### config.mk
export PLATFORM = sky130hd
export DESIGN_NAME = axi_lite_mmio_regs
export DESIGN_NICKNAME = d
export VERILOG_FILES = /design/src/rtl/axi_lite_mmio_regs.sv
export SDC_FILE = /design/constraint.sdc
export NUM_CORES = 1
export LEC_CHECK = 0
export ABC_AREA = 1
export CAP_MARGIN = 10
export CORE_MARGIN = 3
export CORE_UTILIZATION = 30
export DETAILED_ROUTE_END_ITERATION = 8
export GPL_ROUTABILITY_DRIVEN = 0
export GPL_TIMING_DRIVEN = 0
export PLACE_DENSITY = 0.55
export REMOVE_ABC_BUFFERS = 1
export SYNTH_ARGS = -nofsm -noshare
export SYNTH_HDL_FRONTEND = slang
export SYNTH_SLANG_ARGS = --single-unit
### constraint.sdc
create_clock -name clk -period 15.6 [get_ports clk]
set_clock_uncertainty 0.05 [all_clocks]
set_input_delay 3.9 -clock clk [delete_from_list [all_inputs] [get_ports clk]]
set_output_delay 3.9 -clock clk [all_outputs]
set_load 0.01 [all_outputs]
### src/rtl/axi_lite_mmio_regs.sv
// AXI4-Lite MMIO register bank: NUM_REGS 32-bit slots, slot 0 is the read-only status word.
// Optional AXI_PROT_CHECK_EN: unprivileged (prot[0]=0) accesses get SLVERR.
module axi_lite_mmio_regs #(
  parameter int          NUM_REGS  = 8,
  parameter int          ADDR_W    = 20,
  parameter logic [31:0] RESET_VAL = 32'h0000_0000
) (
  input  logic                  clk,
  input  logic                  arest,
  input  logic [ADDR_W-1:0]     S_AXI_awaddr,
  input  logic [2:0]            S_AXI_awprot,
  input  logic                  S_AXI_awvalid,
  output logic                  S_AXI_awready,
  input  logic [31:0]           S_AXI_wdata,
  input  logic [3:0]            S_AXI_wstrb,
  input  logic                  S_AXI_wvalid,
  output logic                  S_AXI_wready,
  output logic [1:0]            S_AXI_bresp,
  output logic                  S_AXI_bvalid,
  input  logic                  S_AXI_bready,
  input  logic [ADDR_W-1:0]     S_AXI_araddr,
  input  logic [2:0]            S_AXI_arprot,
  input  logic                  S_AXI_arvalid,
  output logic                  S_AXI_arready,
  output logic [31:0]           S_AXI_rdata,
  output logic [1:0]            S_AXI_rresp,
  output logic                  S_AXI_rvalid,
  input  logic                  S_AXI_rready,
  input  logic [31:0]           status_i,
  output logic [NUM_REGS*32-1:0] regs_o,
  output logic [NUM_REGS-1:0]   wr_stb_o
);
  localparam int IDX_W = ADDR_W - 2;
  localparam logic [1:0] RESP_OKAY = 2'b00, RESP_SLVERR = 2'b10, RESP_DECERR = 2'b11;

  typedef enum logic { W_IDLE, W_RESP } w_state_e;
  typedef enum logic { R_IDLE, R_RESP } r_state_e;

  w_state_e             w_state_q, w_state_d;
  r_state_e             r_state_q, r_state_d;
  logic                 aw_held_q, aw_held_d, w_held_q, w_held_d;
  logic                 aw_priv_q, aw_priv_d;
  logic [IDX_W-1:0]     aw_idx_q, aw_idx_d;
  logic [31:0]          wdata_q, wdata_d;
  logic [3:0]           wstrb_q, wstrb_d;
  logic [1:0]           bresp_q, bresp_d, rresp_q, rresp_d;
  logic [31:0]          rdata_q, rdata_d;
  logic [NUM_REGS-1:0]  wr_stb_q, wr_stb_d;
  logic [31:0]          regs_q [NUM_REGS];
  logic [31:0]          regs_d [NUM_REGS];
  logic [IDX_W-1:0]     ar_idx;
  logic                 aw_priv_in, ar_priv;
  logic                 unused_bits;

  assign ar_idx = S_AXI_araddr[ADDR_W-1:2];
`ifdef AXI_PROT_CHECK_EN
  assign aw_priv_in = S_AXI_awprot[0];
  assign ar_priv    = S_AXI_arprot[0];
`else
  assign aw_priv_in = 1'b1;
  assign ar_priv    = 1'b1;
`endif
  assign unused_bits = ^{S_AXI_awaddr[1:0], S_AXI_araddr[1:0], S_AXI_awprot, S_AXI_arprot};

  // DECERR outranks SLVERR; priv is tied high when prot checking is compiled out.
  function automatic logic [1:0] decode(input logic [IDX_W-1:0] idx, input logic is_wr,
                                        input logic priv);
    logic [1:0] resp;
    resp = RESP_OKAY;
    if (idx >= IDX_W'(NUM_REGS))   resp = RESP_DECERR;
    else if (is_wr && idx == '0)   resp = RESP_SLVERR;
    else if (!priv)                resp = RESP_SLVERR;
    return resp;
  endfunction

  always_comb begin
    w_state_d     = w_state_q;
    aw_held_d     = aw_held_q;
    aw_priv_d     = aw_priv_q;
    aw_idx_d      = aw_idx_q;
    w_held_d      = w_held_q;
    wdata_d       = wdata_q;
    wstrb_d       = wstrb_q;
    bresp_d       = bresp_q;
    wr_stb_d      = '0;
    regs_d        = regs_q;
    S_AXI_awready = 1'b0;
    S_AXI_wready  = 1'b0;
    case (w_state_q)
      W_IDLE: begin
        S_AXI_awready = !aw_held_q && !arest;
        S_AXI_wready  = !w_held_q && !arest;
        if (aw_held_q && w_held_q) begin
          bresp_d   = decode(aw_idx_q, 1'b1, aw_priv_q);
          w_state_d = W_RESP;
          if (bresp_d == RESP_OKAY) begin
            for (int k = 1; k < NUM_REGS; k++) begin
              if (aw_idx_q == IDX_W'(k)) begin
                for (int b = 0; b < 4; b++)
                  if (wstrb_q[b]) regs_d[k][8*b +: 8] = wdata_q[8*b +: 8];
                wr_stb_d[k] = 1'b1;
              end
            end
          end
        end else begin
          if (S_AXI_awready && S_AXI_awvalid) begin
            aw_held_d = 1'b1;
            aw_idx_d  = S_AXI_awaddr[ADDR_W-1:2];
            aw_priv_d = aw_priv_in;
          end
          if (S_AXI_wready && S_AXI_wvalid) begin
            w_held_d = 1'b1;
            wdata_d  = S_AXI_wdata;
            wstrb_d  = S_AXI_wstrb;
          end
        end
      end
      W_RESP: begin
        if (S_AXI_bready) begin
          aw_held_d = 1'b0;
          w_held_d  = 1'b0;
          w_state_d = W_IDLE;
        end
      end
      default: w_state_d = W_IDLE;
    endcase
  end

  // Read samples regs_q, so a read on the commit edge sees the pre-write value.
  always_comb begin
    r_state_d     = r_state_q;
    rdata_d       = rdata_q;
    rresp_d       = rresp_q;
    S_AXI_arready = (r_state_q == R_IDLE) && !arest;
    case (r_state_q)
      R_IDLE: begin
        if (S_AXI_arready && S_AXI_arvalid) begin
          rresp_d   = decode(ar_idx, 1'b0, ar_priv);
          rdata_d   = '0;
          r_state_d = R_RESP;
          if (rresp_d == RESP_OKAY) begin
            if (ar_idx == '0) rdata_d = status_i;
            for (int k = 1; k < NUM_REGS; k++)
              if (ar_idx == IDX_W'(k)) rdata_d = regs_q[k];
          end
        end
      end
      R_RESP: if (S_AXI_rready) r_state_d = R_IDLE;
      default: r_state_d = R_IDLE;
    endcase
  end

  always_ff @(posedge clk or posedge arest) begin
    if (arest) begin
      w_state_q <= W_IDLE;
      r_state_q <= R_IDLE;
      aw_held_q <= 1'b0;
      aw_priv_q <= 1'b0;
      aw_idx_q  <= '0;
      w_held_q  <= 1'b0;
      wdata_q   <= '0;
      wstrb_q   <= '0;
      bresp_q   <= '0;
      rresp_q   <= '0;
      rdata_q   <= '0;
      wr_stb_q  <= '0;
      for (int k = 0; k < NUM_REGS; k++) regs_q[k] <= (k == 0) ? 32'h0 : RESET_VAL;
    end else begin
      w_state_q <= w_state_d;
      r_state_q <= r_state_d;
      aw_held_q <= aw_held_d;
      aw_priv_q <= aw_priv_d;
      aw_idx_q  <= aw_idx_d;
      w_held_q  <= w_held_d;
      wdata_q   <= wdata_d;
      wstrb_q   <= wstrb_d;
      bresp_q   <= bresp_d;
      rresp_q   <= rresp_d;
      rdata_q   <= rdata_d;
      wr_stb_q  <= wr_stb_d;
      for (int k = 0; k < NUM_REGS; k++) regs_q[k] <= regs_d[k];
    end
  end

  assign S_AXI_bvalid = (w_state_q == W_RESP);
  assign S_AXI_bresp  = bresp_q;
  assign S_AXI_rvalid = (r_state_q == R_RESP);
  assign S_AXI_rresp  = rresp_q;
  assign S_AXI_rdata  = rdata_q;
  assign wr_stb_o     = wr_stb_q;

  for (genvar g = 0; g < NUM_REGS; g++) begin : g_regs_o
    assign regs_o[32*g +: 32] = regs_q[g];
  end

endmodule

==> impl_metrics.ini <==
[synth]
yosys_warnings = 0
yosysMostFrequentCell = nand2_1
yosysTopAreaCellShare_pct = 55.8
synth-main-ff-cell = dfrtp_1
synth_edf_count = 0
synth-seq-cells = 325
synth-seq-area-share_pct = 55.8
synth_common_cells = nand2_1, dfrtp_1, o21ai_1
avgSynthCellArea_um2 = 8.44
synth_top_cells_by_area = dfrtp_1, nand2_1, o21ai_1
syn_area_um2 = 14600
synthArstFlopShare_pct = 100
synthCells = 1726
yosys.area.top_type = dfrtp_1
ys_types = 27

[critical_path]
critPathBufInv = 2
crit_path_frequent_cell = clkdlybuf4s50_1
crit_start = arest
startpoint_type = primary input
worstPathRequired_ps = 11650
regToRegStartpoint = aw_idx_q[15]$_DFFE_PP0P_
cp_max_fo = 4
crit_type = in2out
max_stage_delay_ps = 650
end_kind = primary output
crit_family = buffers and inverters
crit_slowest_cell = clkdlybuf4s50_1
arrival_ps = 5590
reg2reg_setup_slack_ps = 12730
cp_cell_sequence = clkdlybuf4s50_1 -> nor3_1 -> clkdlybuf4s50_1

[placement]
hpwl_mm = 38.2
portBuffers = 382
dp.cells = 2661

[sta]
maxSlewViolCount = 0
finalCriticalPeriod_ps = 9540
tightest_slew_ps = 1280
setup_viol = 0
hold_viol_final = 0
fin_hold_ws_ps = 420
max-slew-margin-rel_pct = 14.5
fmax_ghz = 0.105
rsz0062_at_grt = false
timing.final.crit_share_pct = 61.2

[clock_network]
postCtsSetupRepairBufs = 0
cts_made_buffers = 39
cts_num_sinks = 325
postCtsResizedCells = 0
clockRootBuffer = clkbuf_16
cts_tree = yes
cts.reportedPaths.clkPinSlew_ps = 60
cts_hold_buf = 0
clkLatencyLatePin_ps = 550
clockBufferDepth = 3
htree_levels = 2

[min_path]
min_path_type = reg2reg
hold_start = aw_priv_q$_DFFE_PP0P_

[pwr]
leakagePower_nw = 9.17
clock_power_share_pct = 42.2
switchingPower_mw = 0.607
p_per_area_nw_per_um2 = 106
swShare_pct = 28.2
internal_power_mw = 1.55
power_frac_seq_pct = 44.4
vdd_drop_max_v = 0.0000892
comb_power_share_pct = 13.4

[status]
status = complete, no violations

[die]
die_area_um2 = 51200
die_h_um = 226
pin_count = 426
die_w_um = 226
core_area_um2 = 47800
start_util_pct = 30.4
placementRows = 80

[detailed_routing]
routed_via_density = 4.74
drc = 0
ant_nets = 0
first_pass_iters = 7
drtIter0Drc = 960
routedWlPerCell_um = 20.3
vias = 13000
finalWirelength_mm = 55.6

[global_route]
grt_antenna_before_repair = 2
grt_max_degree = 127
grt_overflow = 0
grt_pass1_vias = 12300
grt_pass1_wl_mm = 80.8
grt_usage_pct = 21.2

[finish]
fill_cells = 4755
drive_gt1_share_pct = 7.46
final_cells = 2736
syn_to_final_growth_pct = 39.4
nNetsFinal = 2208

[flow_run]
maxCapViolCount = 0
-- per-layer routing --
metal,global-route usage (%),vias up,share of wire [%],wire length [µm]
met5,0,-,0.023,13
met4,6.74,2,2.8,1540
met3,4.54,82,6.8,3770
met2,33.9,423,46,25700
met1,28.9,6218,44,24600
li1,-,6240,-,-
-- logic make-up (layout without fill, tap and decap cells) --
kind of cell / count (synthesis) / in the layout / synth area share [%]
compound gates: 368 / 368 / 13.6
buf+inv: 233 / 593 / 7.40
flops: 325 / 325 / 55.8
mux: 20 / 20 / 1.55
other cells: 1 / 36 / 0.0257
simple gates: 779 / 779 / 21.6
-- power groups by stage --
stage / Combinational (mW) / Sequential (mW) / Clock, mW
global route: 0.323 / 0.967 / 0.973
CTS: 0.293 / 0.958 / 0.938
detailed placement: 0.292 / 0.973 / 0
global placement: 0.284 / 0.972 / 0
floorplan: 0.180 / 0.966 / 0
finish: 0.289 / 0.958 / 0.910
-- tightest hold or removal path, stage by stage (launching register included) --
cell and delay (ps):
dfrtp_1 350, inv_1 40, nand2_1 50
-- registers in the layout, summed over array words and instances, names as in the netlist, 2 cells and up --
| signal | count |
|---|---|
| S_AXI_bresp | 2 |
| S_AXI_rdata | 32 |
| aw_idx_q | 18 |
| regs_o | 224 |
| wdata_q | 32 |
| wr_stb_o | 7 |
| wstrb_q | 4 |
-- path summary, 6_finish.rpt --
kind                       depth (start not counted)                 endpoint
max                                                3             S_AXI_wready
min                                                2    aw_priv_q$_DFFE_PP0P_
max reg2reg                                       10   regs_o[82]$_DFFE_PP0P_
min reg2reg                                        2    aw_priv_q$_DFFE_PP0P_
max in group asynchronous                          3  regs_o[128]$_DFFE_PP0P_
min in group asynchronous                          2  aw_idx_q[9]$_DFFE_PP0P_
-- through the flow --
stage               utilization (%)  cell area, µm²  setup slack [ps]  setup TNS [ps]  total power [mW]
floorplan                         -           14100              2650               0              1.15
global placement               39.0           18700             -1830         -585030              1.26
finish                         42.5           20300              6060               0              2.16
CTS                            42.4           20300              6010               0              2.19
detailed placement             39.7           19000              6020               0              1.27
global route                   42.4           20300              6010               0              2.26
-- final cells by class --
class,instances,area (µm²),share of cell area (%)
timing repair buffer,396,4110,20.2
clock buffer,59,1180,5.82
sequential,325,8130,40.0
inverter,125,477,2.35
clock inverter,13,110,0.542
multi-input combinational,1200,5530,27.2
antenna,3,7.51,0.0370
tap,615,769,3.79
-- placed cells by master (no fill, tap or decap), drive strengths merged --
| cell | instances |
|---|---|
| clkdlybuf4s50 | 382 |
| nand4 | 17 |
| nand3 | 57 |
| o21a | 1 |
| a21oi | 131 |
| bufinv | 1 |
| nand2 | 540 |
| clkinvlp | 2 |
| clkinv | 9 |
| or2 | 1 |
| o21bai | 4 |
| conb | 33 |
| dfrtp | 325 |
| inv | 126 |
| clkbuf | 59 |
| buf | 14 |
| nor2 | 161 |
| diode | 3 |
| mux2 | 20 |
| nor3 | 3 |
| o21ai | 232 |
No activity file was read; power rests on OpenSTA's default activity.
